$ cat src/rtl/pipe_gap_scheduler.sv
// Pipe spawn scheduler: LFSR rejection-sampled gap heights offered over valid/ready.
// Define RNG_FREERUN_EN to step the LFSR every cycle instead of only while drawing.
module pipe_gap_scheduler #(
  parameter int SPAWN_FRAMES = 90,
  parameter int GAP_MIN      = 40,
  parameter int GAP_MAX      = 160,
  parameter int MAX_TRIES    = 8
) (
  input  logic        clk,
  input  logic        rst,
  input  logic        enable,
  input  logic        frame_tick,
  input  logic        seed_load,
  input  logic [20:0] seed_in,
  output logic [7:0]  gap_y,
  output logic        gap_valid,
  input  logic        gap_ready,
  output logic        spawn_overrun,
  output logic        busy
);

  localparam logic [1:0] S_IDLE  = 2'd0;
  localparam logic [1:0] S_WAIT  = 2'd1;
  localparam logic [1:0] S_DRAW  = 2'd2;
  localparam logic [1:0] S_OFFER = 2'd3;

  localparam int CW = $clog2(SPAWN_FRAMES + 1);
  localparam int TW = $clog2(MAX_TRIES + 1);
  localparam logic [CW-1:0] CNT_LAST = CW'(SPAWN_FRAMES - 1);
  localparam logic [TW-1:0] TRY_LAST = TW'(MAX_TRIES - 1);
  localparam logic [7:0] G_MIN = 8'(GAP_MIN);
  localparam logic [7:0] G_MAX = 8'(GAP_MAX);
  localparam logic [20:0] SEED_DEF = 21'h1FFFFF;

  logic [1:0]    state, state_n;
  logic [CW-1:0] cnt, cnt_n;
  logic [TW-1:0] tries, tries_n;
  logic          pending, pending_n;
  logic [20:0]   lfsr, lfsr_n;
  logic [7:0]    gap_y_n;
  logic          gap_valid_n;
  logic          overrun_n;
  logic          expire;
  logic          hs;
  logic          lfsr_step;
  logic [7:0]    cand;

  assign cand   = lfsr[7:0];
  assign hs     = gap_valid && gap_ready;
  assign busy   = (state == S_DRAW) || (state == S_OFFER);
  assign expire = enable && (state != S_IDLE) && frame_tick
                  && (cnt == CNT_LAST);

`ifdef RNG_FREERUN_EN
  assign lfsr_step = 1'b1;
`else
  assign lfsr_step = enable && (state == S_DRAW);
`endif

  always_comb begin
    lfsr_n = lfsr;
    if (seed_load)
      lfsr_n = (seed_in == '0) ? SEED_DEF : seed_in;
    else if (lfsr_step)
      lfsr_n = {lfsr[19:0], lfsr[20] ^ lfsr[17]};
  end

  always_comb begin
    state_n     = state;
    cnt_n       = cnt;
    tries_n     = tries;
    pending_n   = pending;
    gap_y_n     = gap_y;
    gap_valid_n = gap_valid;
    overrun_n   = 1'b0;
    if (!enable) begin
      state_n     = S_IDLE;
      cnt_n       = '0;
      tries_n     = '0;
      pending_n   = 1'b0;
      gap_valid_n = 1'b0;
    end else begin
      if (state != S_IDLE && frame_tick)
        cnt_n = expire ? '0 : cnt + 1'b1;
      unique case (state)
        S_IDLE: begin
          cnt_n   = '0;
          state_n = S_WAIT;
        end
        S_WAIT: begin
          if (expire) begin
            state_n = S_DRAW;
            tries_n = '0;
          end
        end
        S_DRAW: begin
          if (cand >= G_MIN && cand <= G_MAX) begin
            gap_y_n     = cand;
            gap_valid_n = 1'b1;
            state_n     = S_OFFER;
          end else if (tries == TRY_LAST) begin
            gap_y_n     = (cand > G_MAX) ? G_MAX : G_MIN;
            gap_valid_n = 1'b1;
            state_n     = S_OFFER;
          end else begin
            tries_n = tries + 1'b1;
          end
          if (expire) begin
            overrun_n = pending;
            pending_n = 1'b1;
          end
        end
        S_OFFER: begin
          if (hs) begin
            gap_valid_n = 1'b0;
            // a same-cycle expiry takes the slot the handshake frees
            if (pending || expire) begin
              state_n   = S_DRAW;
              tries_n   = '0;
              pending_n = pending && expire;
            end else begin
              state_n = S_WAIT;
            end
          end else if (expire) begin
            overrun_n = pending;
            pending_n = 1'b1;
          end
        end
        default: state_n = S_IDLE;
      endcase
    end
  end

  always_ff @(posedge clk) begin
    if (rst) begin
      state         <= S_IDLE;
      cnt           <= '0;
      tries         <= '0;
      pending       <= 1'b0;
      lfsr          <= SEED_DEF;
      gap_y         <= '0;
      gap_valid     <= 1'b0;
      spawn_overrun <= 1'b0;
    end else begin
      state         <= state_n;
      cnt           <= cnt_n;
      tries         <= tries_n;
      pending       <= pending_n;
      lfsr          <= lfsr_n;
      gap_y         <= gap_y_n;
      gap_valid     <= gap_valid_n;
      spawn_overrun <= overrun_n;
    end
  end

endmodule
$ cat config.mk
export PLATFORM = sky130hd
export DESIGN_NAME = pipe_gap_scheduler
export DESIGN_NICKNAME = d
export VERILOG_FILES = /design/src/rtl/pipe_gap_scheduler.sv
export SDC_FILE = /design/constraint.sdc
export NUM_CORES = 1
export LEC_CHECK = 0
export BUFFER_PORTS_ARGS = -buffer_cell sky130_fd_sc_hd__buf_2
export CAP_MARGIN = 20
export CORE_MARGIN = 2
export CORE_UTILIZATION = 50
export CTS_CLUSTER_DIAMETER = 50
export DETAILED_ROUTE_END_ITERATION = 10
export PLACE_DENSITY = 0.81
export SYNTH_ARGS = -nofsm -noshare
export SYNTH_HDL_FRONTEND = slang
export SYNTH_SLANG_ARGS = --single-unit
$ cat constraint.sdc
create_clock -name clk -period 2.59 [get_ports clk]
set_input_delay 0.3885 -clock clk [delete_from_list [all_inputs] [get_ports clk]]
set_output_delay 0.3885 -clock clk [all_outputs]
set_load 0.005 [all_outputs]
-- Word level (Yosys, flattened, before mapping)
Cells that the tools add are included.
- register bits: 45
- bits of input ports: 27
- output and inout bits: 11
- add/sub/neg operators: 2
- order comparisons: 3
- eq/ne operators: 12
- multiplexer cells: 30
- bitwise gates (word level): 2
- reduce and logical (&&, ||, !) cells: 24
- operators by type and width (kind ; count):
    21-bit 2-to-1 mux ; 3
    8-bit 2-to-1 mux ; 3
    21-bit zero test ; 1
    4-bit 2-to-1 mux ; 5
    4-bit one-hot mux with 3 select lines ; 1
    2-bit 2-to-1 mux ; 5
    3-bit AND reduction ; 3
    8-bit by 6-bit >= comparator with 1-bit output (second input constant) ; 1
    8-bit > comparator (second input constant) ; 1
    8-bit <= comparator (second input constant) ; 1
    1-bit logical AND ; 8
    1-bit 2-to-1 mux ; 8
    2-bit != test (second input constant) ; 4
    2-bit one-hot mux with 4 select lines ; 1
    2-bit nonzero test ; 4
    7-bit by 1-bit adder with 7-bit output (second input constant) ; 1
    7-bit == test (second input constant) ; 1
    7-bit 2-to-1 mux ; 1
    1-bit one-hot mux with 2 select lines ; 3
    6-bit AND reduction ; 1
    4-bit by 1-bit adder with 4-bit output (second input constant) ; 1
    2-bit == test (second input constant) ; 2
    4-bit by 3-bit == test with 1-bit output (second input constant) ; 1
    3-bit by 1-bit != test with 1-bit output (second input constant) ; 1
    other kinds (11) ; 12

-- Longest topological paths before layout
Gate-level depths: netlist (run 1).
- depth in word-level cells: 8
- gate-level depth with buffers: 8
- depth with buffers taken out: 7

-- Worst setup path after synthesis (run 1)
OpenSTA, ideal clock, no wires.
- path kind: input port to flip-flop
- start point: in seed_in[0]
- end point: reg lfsr[3]
- arrival time: 1592 ps
- path slack: 929 ps
- cell stages on the path: 5
- buffers on the path: 1
- cells stage by stage: or4_4 o41ai_4 buf_6 nor2_1 o21ai_1
- cells in the longest elaborated chain, start to end: 3
- RTL lines (element ; RTL line ; RTL):
    from (decl) ; 14 ; input logic [20:0] seed_in,
    21-bit zero test ; 63 ; lfsr_n = (seed_in == '0) ? SEED_DEF : seed_in;
    21-bit 2-to-1 mux ; 63 ;
    21-bit 2-to-1 mux ; 62 ; if (seed_load)
    to (signal assigned) ; 149 ; lfsr <= lfsr_n;
    to (decl) ; 39 ; logic [20:0] lfsr, lfsr_n;
Every way passes these cells.
A chain may end at the register's enable or synchronous reset.

-- Worst setup path in the final report (run 1)
- start point: reg cnt[0]
- end point: reg tries[1]
- cells in the longest elaborated chain, start to end: 5
- elaborated cells on any way between the ends: 6
- classes of those cells: eq/ne: 3; reduce/logical: 3
- RTL lines (element ; RTL line ; RTL):
    from (decl) ; 36 ; logic [CW-1:0] cnt, cnt_n;
    from (signal assigned) ; 146 ; cnt <= cnt_n;
    7-bit == test * ; 52 ; && (cnt == CNT_LAST);
    1-bit logical AND * ; 52 ;
    1-bit logical OR ; 117 ; if (pending || expire) begin
    2-bit by 1-bit != test with 1-bit output (no line) ; -- ;
    6-bit AND reduction (no line) * ; -- ;
    to (signal assigned) ; 147 ; tries <= tries_n;
    to (decl) ; 37 ; logic [TW-1:0] tries, tries_n;
Every way passes the cells marked *; elsewhere a longest branch is shown, timed or not.

==> results.py, run 1 <==
metrics = {
    "clock_network": {
        "cts_tree": "done",
        "clock_transition_at_path_regs_ps": 80,
        "cts_num_sinks": 45,
        "numCtsBuffers": 5,
        "clock_tree.htree_level_count": 2,
        "cell_chosen_for_the_clock_root": "sky130_fd_sc_hd__clkbuf_8",
        "postCtsHoldBufs": 0,
        "post_cts_buffers": 0,
        "post_cts.resized_instances": 0,
        "cts-root-to-sink-buffers": 2,
        "worstSkewPairLatency_ps": 290,
    },
    "yosys": {
        "synth_most_common_cell": "sky130_fd_sc_hd__nor2_1",
        "synthDominantCellAreaShare": 0.400,
        "list_of_most_frequent_post_synthesis_cells": "sky130_fd_sc_hd__nor2_1 (74), sky130_fd_sc_hd__dfxtp_1 (45), sky130_fd_sc_hd__nand2_1 (31)",
        "synth_nets": 315,
        "synthesis.area_sq_mm": 0.00225,
        "ys_async_sr_fraction": 0,
        "post-synth-top-area-cell": "sky130_fd_sc_hd__dfxtp_1",
        "synthesis.yosys.warnings": 0,
        "post_synth_num_cell_types": 48,
        "post_synth_main_area_contributors": "sky130_fd_sc_hd__dfxtp_1 (40%), sky130_fd_sc_hd__nor2_1 (12%), sky130_fd_sc_hd__o22ai_1 (5.6%), sky130_fd_sc_hd__nand2_1 (5.2%), sky130_fd_sc_hd__a21oi_1 (2.9%)",
        "synth-edff-count": 0,
        "share_of_the_yosys_chip_area_belonging_to_registers": 0.400,
        "synth_flop_cell": "sky130_fd_sc_hd__dfxtp_1",
        "ys_ff_latch": 45,
        "synthCells": 285,
        "synth.avg_cell_area_sq_um": 7.89,
    },
    "power_and_ir_drop": {
        "power.static_leakage_nw": 0.988,
        "power_per_cell_area_mw_per_mm2": 529,
        "power.total_mw": 1.36,
        "irDropWorstVdd_mv": 0.364,
    },
    "route": {
        "vias_per_cell": 5.64,
        "drt_iter0_markers": 109,
        "drt-pass1-iter-count": 6,
        "routed_vias": 2091,
        "routed_wire_length_per_instance_um": 13.0,
        "antenna_violating_nets_post_route": 0,
        "drt-total-wl_mm": 4.84,
        "route.detailed.drc": 0,
    },
    "worst_setup_path": {
        "path_class": "register to register",
        "critical_path.reg2reg.endpoint": "tries[1]$_SDFFE_PP0P_",
        "rrSetupSlack_ps": 770,
        "worst-path-max-fanout": 6,
        "timing.critical_path.arrival_ps": 2000,
        "end_kind": "register",
        "crit_slowest_cell": "sky130_fd_sc_hd__dfxtp_1",
        "startpoint": "cnt[0]$_SDFFE_PP0P_",
        "cp.required_ps": 2780,
        "crit_path_cell_trace": "ha_1 -> nand4_1 -> nor4b_4 -> a21oi_1 -> o21bai_2 -> a32o_1",
        "worstRegToRegCells": 6,
        "worstSetupStartpointType": "register",
        "maximum_cell_stage_delay_along_the_critical_path_ps": 410,
        "regToRegStartpoint": "cnt[0]$_SDFFE_PP0P_",
    },
    "grt": {
        "first_global_vias": 1903,
        "gr-total-overflow": 0,
        "grt_pass1_wl_mm": 8.38,
        "antenna_found_initial": 0,
        "overall_track_demand_over_capacity_in_global_routing": 0.203,
        "pin_count_of_the_biggest_net_entering_global_routing": 27,
    },
    "timing": {
        "timing.setup.tns_ps": 0,
        "setup_repair_after_global_routing_missed_its_margin": "no",
        "max_freq_mhz": 550,
        "final-setup-viol-count": 0,
        "slew_headroom": 0.709,
        "fin_skew_ps": 7.28,
        "worst_hold_slack_ps": 343,
        "timing_hold_violations_final": 0,
        "final_critical_path_setup_slack_ps": 772,
        "slew_viol_final": 0,
        "timing.final.crit_period_ps": 1820,
        "layout_worst_path_cycle_share": 0.702,
        "tightest_slew_ps": 436,
    },
    "cells_and_area": {
        "fill_cells": 397,
        "antenna_cells_inserted": 0,
        "synthToLayoutAreaGrowth_pct": 14.2,
        "finish.instance_area_sq_mm": 0.00257,
        "seq_area_sq_um": 901,
        "final_cell_count_no_fill": 371,
        "layout.nets": 349,
        "layout-drive-gt1-share": 0.197,
        "fin_util": 0.590,
        "area_occupied_by_multi_input_gates_sq_mm": 0.00125,
    },
    "floorplan": {
        "fp.coreArea_sq_mm": 0.00435,
        "ioPinCount": 38,
        "die_x_um": 71.1,
        "die_area_sq_mm": 0.00505,
        "die_y_um": 71.1,
        "core.rowCount": 24,
        "start_util": 0.517,
    },
    "min_path": {
        "hold_path_depth": 3,
        "hold_path_end": "lfsr[18]$_SDFFE_PP1P_",
        "worstHoldPathType": "input port to register",
        "min_from": "seed_in[18]",
    },
    "placement": {
        "detailed_place_hpwl_mm": 3.45,
        "placement.setup.worst_slack_ps": 633,
        "port_buffers": 37,
        "placement.cell_area_sq_mm": 0.00246,
        "gp_congestion": 0.800,
        "placed_cells_incl_taps": 364,
    },
    "job": {
        "max_cap_viol_count": 0,
    },
    "status": {
        "status": "complete, no violations",
    },
}
## routing by layer
layer  up-vias  part of all wire  GRT usage
met4         0             0.016     0.0776
met5         -                 0          0
met1       970              0.47      0.266
met3         9             0.048     0.0499
met2        54              0.47      0.325
li1       1058                 -          -
## critical path: cells and delay by family, from the launching register on
kind,cells,cell delay [ps]
fa+ha+maj,1,170
compound gates,3,620
simple gates,2,510
flops,1,410
## flip-flops by register name, indices dropped and copies added, names as in the netlist
register       cells
pending            1
state              2
gap_valid          1
gap_y              8
spawn_overrun      1
lfsr              21
cnt                7
tries              4
## final cells by class
class / count / area share
Timing Repair Buffer: 42 / 0.0867
Clock inverter: 2 / 0.0136
Clock buffer: 5 / 0.0268
Multi-Input combinational cell: 218 / 0.487
Sequential cell: 45 / 0.351
Inverter: 7 / 0.0102
Tap cell: 52 / 0.0253
## power breakdown
part / switching (mW) / total [mW] / internal, mW
sequential: 0.0170 / 0.727 / 0.710
clock: 0.227 / 0.508 / 0.280
combinational: 0.0705 / 0.124 / 0.0531
## how the worst max path moves through the flow
stage          cells after the start                    end  slack (ps)
2_1_floorplan                      5   lfsr[3]$_SDFFE_PP1P_         930
3_3_place_gp                       7   lfsr[2]$_SDFFE_PP1P_         610
3_5_place_dp                       7   lfsr[2]$_SDFFE_PP1P_         630
4_1_cts                            6  tries[1]$_SDFFE_PP0P_         770
5_1_grt                            6  tries[1]$_SDFFE_PP0P_         590
6_report                           6  tries[1]$_SDFFE_PP0P_         770
## logic make-up after synthesis
| group | Yosys count | synth area share |
|---|---|---|
| fa+ha+maj | 3 | 0.0167 |
| compound gates | 66 | 0.217 |
| xor+xnor | 5 | 0.0195 |
| buf+inv | 22 | 0.0439 |
| mux | 1 | 0.00445 |
| simple gates | 143 | 0.298 |
| flops | 45 | 0.400 |
## cell usage in the layout, fill, tap and decap left out, types with 4 or more instances in the layout
| master | n |
|---|---|
| sky130_fd_sc_hd__a21o_1 | 4 |
| sky130_fd_sc_hd__a21oi_1 | 13 |
| sky130_fd_sc_hd__buf_2 | 37 |
| sky130_fd_sc_hd__buf_4 | 5 |
| sky130_fd_sc_hd__clkbuf_8 | 5 |
| sky130_fd_sc_hd__dfxtp_1 | 45 |
| sky130_fd_sc_hd__inv_1 | 6 |
| sky130_fd_sc_hd__nand2_1 | 31 |
| sky130_fd_sc_hd__nand3_1 | 10 |
| sky130_fd_sc_hd__nand4_1 | 5 |
| sky130_fd_sc_hd__nor2_1 | 74 |
| sky130_fd_sc_hd__o21ai_0 | 6 |
| sky130_fd_sc_hd__o22ai_1 | 20 |
Power figures use the tool's default switching activity.
==> run 2, diff against run 1 <==
--- a/config.mk
+++ b/config.mk
@@ -5,13 +5,14 @@
 export SDC_FILE = /design/constraint.sdc
 export NUM_CORES = 1
 export LEC_CHECK = 0
+export ABC_AREA = 1
 export BUFFER_PORTS_ARGS = -buffer_cell sky130_fd_sc_hd__buf_2
 export CAP_MARGIN = 20
 export CORE_MARGIN = 2
 export CORE_UTILIZATION = 50
 export CTS_CLUSTER_DIAMETER = 50
 export DETAILED_ROUTE_END_ITERATION = 10
-export PLACE_DENSITY = 0.81
+export PLACE_DENSITY = 0.83
 export SYNTH_ARGS = -nofsm -noshare
 export SYNTH_HDL_FRONTEND = slang
 export SYNTH_SLANG_ARGS = --single-unit
==> constraint.sdc (replaced) <==
create_clock -name clk -period 1.51 [get_ports clk]
set_input_delay 0.2265 -clock clk [delete_from_list [all_inputs] [get_ports clk]]
set_output_delay 0.2265 -clock clk [all_outputs]
set_load 0.005 [all_outputs]
==> run 2 against run 1 <==
Effect of this change:
- non-clock buffer count increased by 11
- fmax rose by 24%
- clock skew grew 2.9 ps
- final cell count rose by 30%
- sequential cell count is the same
- via count is 19% higher
- sequential power rose by 75%
- synthesized area up 8.2%
- core utilization grew 4.3 points
- register-to-register slack worse by 730 ps
- critical endpoint unchanged
- largest cell class unchanged
- highest routed layer unchanged
==> results.py, run 2 <==
metrics = {
    "status": {
        "status": "complete, no violations",
    },
    "route": {
        "drt-pass1-iter-count": 5,
        "antenna_violating_nets_post_route": 0,
        "vias_per_cell": 5.13,
        "routed_vias": 2485,
        "routed_wire_length_per_instance_um": 11.2,
        "route.detailed.drc": 0,
        "drt-total-wl_mm": 5.44,
        "drt_iter0_markers": 107,
    },
    "worst_setup_path": {
        "timing.critical_path.arrival_ps": 1670,
        "end_kind": "register",
        "worst-path-max-fanout": 8,
        "regToRegStartpoint": "state[1]$_SDFFE_PP0P_",
        "worstRegToRegCells": 9,
        "cp.required_ps": 1710,
        "worstSetupStartpointType": "register",
        "path_class": "register to register",
        "critical_path.reg2reg.endpoint": "tries[1]$_SDFFE_PP0P_",
        "rrSetupSlack_ps": 40,
    },
    "cells_and_area": {
        "synthToLayoutAreaGrowth_pct": 22.8,
        "fill_cells": 418,
        "largest_register_ff_count": 21,
        "layout.cells.most_common": "sky130_fd_sc_hd__nand2_1",
        "final_cell_count_no_fill": 484,
        "layout.nets": 447,
        "fin_util": 0.633,
        "antenna_cells_inserted": 0,
        "regs_by_ff_count": "lfsr (21), gap_y (8), cnt (7)",
        "largest-register": "lfsr",
        "layout-drive-gt1-share": 0.245,
        "final_cell_mix": "sky130_fd_sc_hd__nand2_1 (101), sky130_fd_sc_hd__inv_1 (59), sky130_fd_sc_hd__dfxtp_1 (38)",
    },
    "yosys": {
        "synthCells": 369,
        "synthDominantCellAreaShare": 0.370,
        "post_synth_num_cell_types": 32,
        "ys_ff_latch": 45,
        "share_of_the_yosys_chip_area_belonging_to_registers": 0.370,
        "synth-edff-count": 0,
        "post_synth_main_area_contributors": "sky130_fd_sc_hd__dfxtp_1 (37%), sky130_fd_sc_hd__nand2_1 (16%), sky130_fd_sc_hd__inv_1 (9.4%), sky130_fd_sc_hd__nand3_1 (6.4%), sky130_fd_sc_hd__a31oi_1 (5.4%)",
        "synthesis.area_sq_mm": 0.00243,
        "post-synth-top-area-cell": "sky130_fd_sc_hd__dfxtp_1",
        "synthesis.yosys.warnings": 0,
        "list_of_most_frequent_post_synthesis_cells": "sky130_fd_sc_hd__nand2_1 (105), sky130_fd_sc_hd__inv_1 (61), sky130_fd_sc_hd__dfxtp_1 (45)",
        "synth_most_common_cell": "sky130_fd_sc_hd__nand2_1",
        "ys_async_sr_fraction": 0,
        "synth.avg_cell_area_sq_um": 6.60,
        "synth_nets": 399,
        "synth_flop_cell": "sky130_fd_sc_hd__dfxtp_1",
    },
    "timing": {
        "max_freq_mhz": 679,
        "setup_repair_after_global_routing_missed_its_margin": "yes",
        "slew_headroom": 0.771,
        "worst_hold_slack_ps": 227,
        "final_critical_path_setup_slack_ps": 38.2,
        "tightest_slew_ps": 344,
        "final-setup-viol-count": 0,
        "timing_hold_violations_final": 0,
        "fin_skew_ps": 10.2,
        "timing.final.crit_period_ps": 1470,
        "slew_viol_final": 0,
        "layout_worst_path_cycle_share": 0.975,
    },
    "power_and_ir_drop": {
        "irDropWorstVdd_mv": 0.378,
        "power_per_cell_area_mw_per_mm2": 772,
        "power.total_mw": 2.31,
        "power.static_leakage_nw": 1.46,
    },
    "floorplan": {
        "ioPinCount": 38,
        "fp.coreArea_sq_mm": 0.00472,
        "die_area_sq_mm": 0.00544,
        "die_y_um": 73.8,
        "start_util": 0.515,
        "core.rowCount": 25,
        "die_x_um": 73.8,
    },
    "clock_network": {
        "cts-root-to-sink-buffers": 2,
        "numCtsBuffers": 5,
        "clock_transition_at_path_regs_ps": 80,
        "postCtsHoldBufs": 0,
        "cts_num_sinks": 45,
        "cts_tree": "done",
        "worstSkewPairLatency_ps": 300,
        "cell_chosen_for_the_clock_root": "sky130_fd_sc_hd__clkbuf_8",
        "clock_tree.htree_level_count": 2,
    },
    "min_path": {
        "hold_path_depth": 5,
        "hold_path_end": "lfsr[10]$_SDFFE_PP1P_",
        "worstHoldPathType": "input port to register",
        "min_from": "seed_in[10]",
    },
    "grt": {
        "antenna_found_initial": 0,
        "first_global_vias": 2256,
        "overall_track_demand_over_capacity_in_global_routing": 0.210,
        "gr-total-overflow": 0,
        "grt_pass1_wl_mm": 9.08,
        "pin_count_of_the_biggest_net_entering_global_routing": 24,
    },
    "placement": {
        "gp_congestion": 0.809,
        "port_buffers": 37,
        "placement.setup.worst_slack_ps": -33.9,
        "detailed_place_hpwl_mm": 3.77,
        "placed_cells_incl_taps": 470,
    },
    "job": {
        "max_cap_viol_count": 0,
    },
}
[run 2: changes by cell type in the layout (fill, tap and decap cells not counted), moves of 5 or more]
cell,change
sky130_fd_sc_hd__nor2_1,-51
sky130_fd_sc_hd__buf_4,+10
sky130_fd_sc_hd__dfxtp_1,-7
sky130_fd_sc_hd__inv_1,+53
sky130_fd_sc_hd__nor2_4,+5
sky130_fd_sc_hd__a31oi_1,+19
sky130_fd_sc_hd__dfxtp_2,+7
sky130_fd_sc_hd__o22ai_1,-20
sky130_fd_sc_hd__nand2_1,+70
sky130_fd_sc_hd__inv_2,+5
sky130_fd_sc_hd__nand3_1,+19
[run 2: area by class of cell]
class / instances / area, sq um / share of cell area
clock buffer: 7 / 86.3 / 0.0289
inverter: 64 / 240 / 0.0804
multi-input combinational: 248 / 1350 / 0.452
sequential: 45 / 910 / 0.304
tap: 67 / 83.8 / 0.0280
timing repair buffer: 53 / 318 / 0.106
[run 2: repair_timing]
item,CTS,global route
pin swaps,0,6
setup endpoints to repair,9,13
setup buffers,0,5
cloned,0,2
gates resized for setup,3,29
endpoints found under the hold margin,0,0
[run 2: logic make-up (layout without fill, tap and decap cells)]
group                    after synthesis  after routing  synth area share
XOR/XNOR                               1              1           0.00360
AND/OR/NAND/NOR                      191            193             0.363
buffers and inverters                 78            124             0.125
AO/OA/AOI/OAI                         51             51             0.122
flip-flops                            45             45             0.370
adder cells (fa/ha/maj)                3              3            0.0154
[run 2: routing by layer]
layer	vias up	track usage	routed length [um]
li1	1281	-	-
met1	1127	0.255	2490
met2	69	0.360	2620
met3	8	0.0412	241
met4	0	0.0848	89
met5	-	0	0
[run 2: how the worst max path moves through the flow]
stage,start,end
floorplan,cnt[0]$_SDFFE_PP0P_,tries[1]$_SDFFE_PP0P_
global placement,tries[0]$_SDFFE_PP0P_,gap_y[0]$_SDFFE_PP0P_
detailed placement,tries[0]$_SDFFE_PP0P_,gap_y[4]$_SDFFE_PP0P_
CTS,cnt[1]$_SDFFE_PP0P_,tries[3]$_SDFFE_PP0P_
global route,state[1]$_SDFFE_PP0P_,tries[2]$_SDFFE_PP0P_
finish,state[1]$_SDFFE_PP0P_,tries[1]$_SDFFE_PP0P_
[run 2: critical path, stage by stage (launching register included)]
cell and delay, ps:
sky130_fd_sc_hd__dfxtp_1 420, sky130_fd_sc_hd__nor2_2 100, sky130_fd_sc_hd__nor2_4 180, sky130_fd_sc_hd__nand3_4 140
sky130_fd_sc_hd__nand2_2 120, sky130_fd_sc_hd__nand2_4 70, sky130_fd_sc_hd__nor2_8 150, sky130_fd_sc_hd__nand3_1 100
sky130_fd_sc_hd__nand2_1 70, sky130_fd_sc_hd__nor2_1 30
[run 2: per-stage QoR]
step                      TNS (ps)  cell area (sq um)
after detailed placement     -75.0               2730
after floorplan                  0               2430
after global placement           0               2730
after CTS                        0               2830
after global routing          -222               2990
final                            0               2990
[run 2: where the power goes]
part	internal (mW)	switching, mW	total, mW
Sequential	1.23	0.0377	1.27
Combinational	0.118	0.177	0.295
Clock	0.363	0.380	0.744
Total	1.71	0.595	2.31
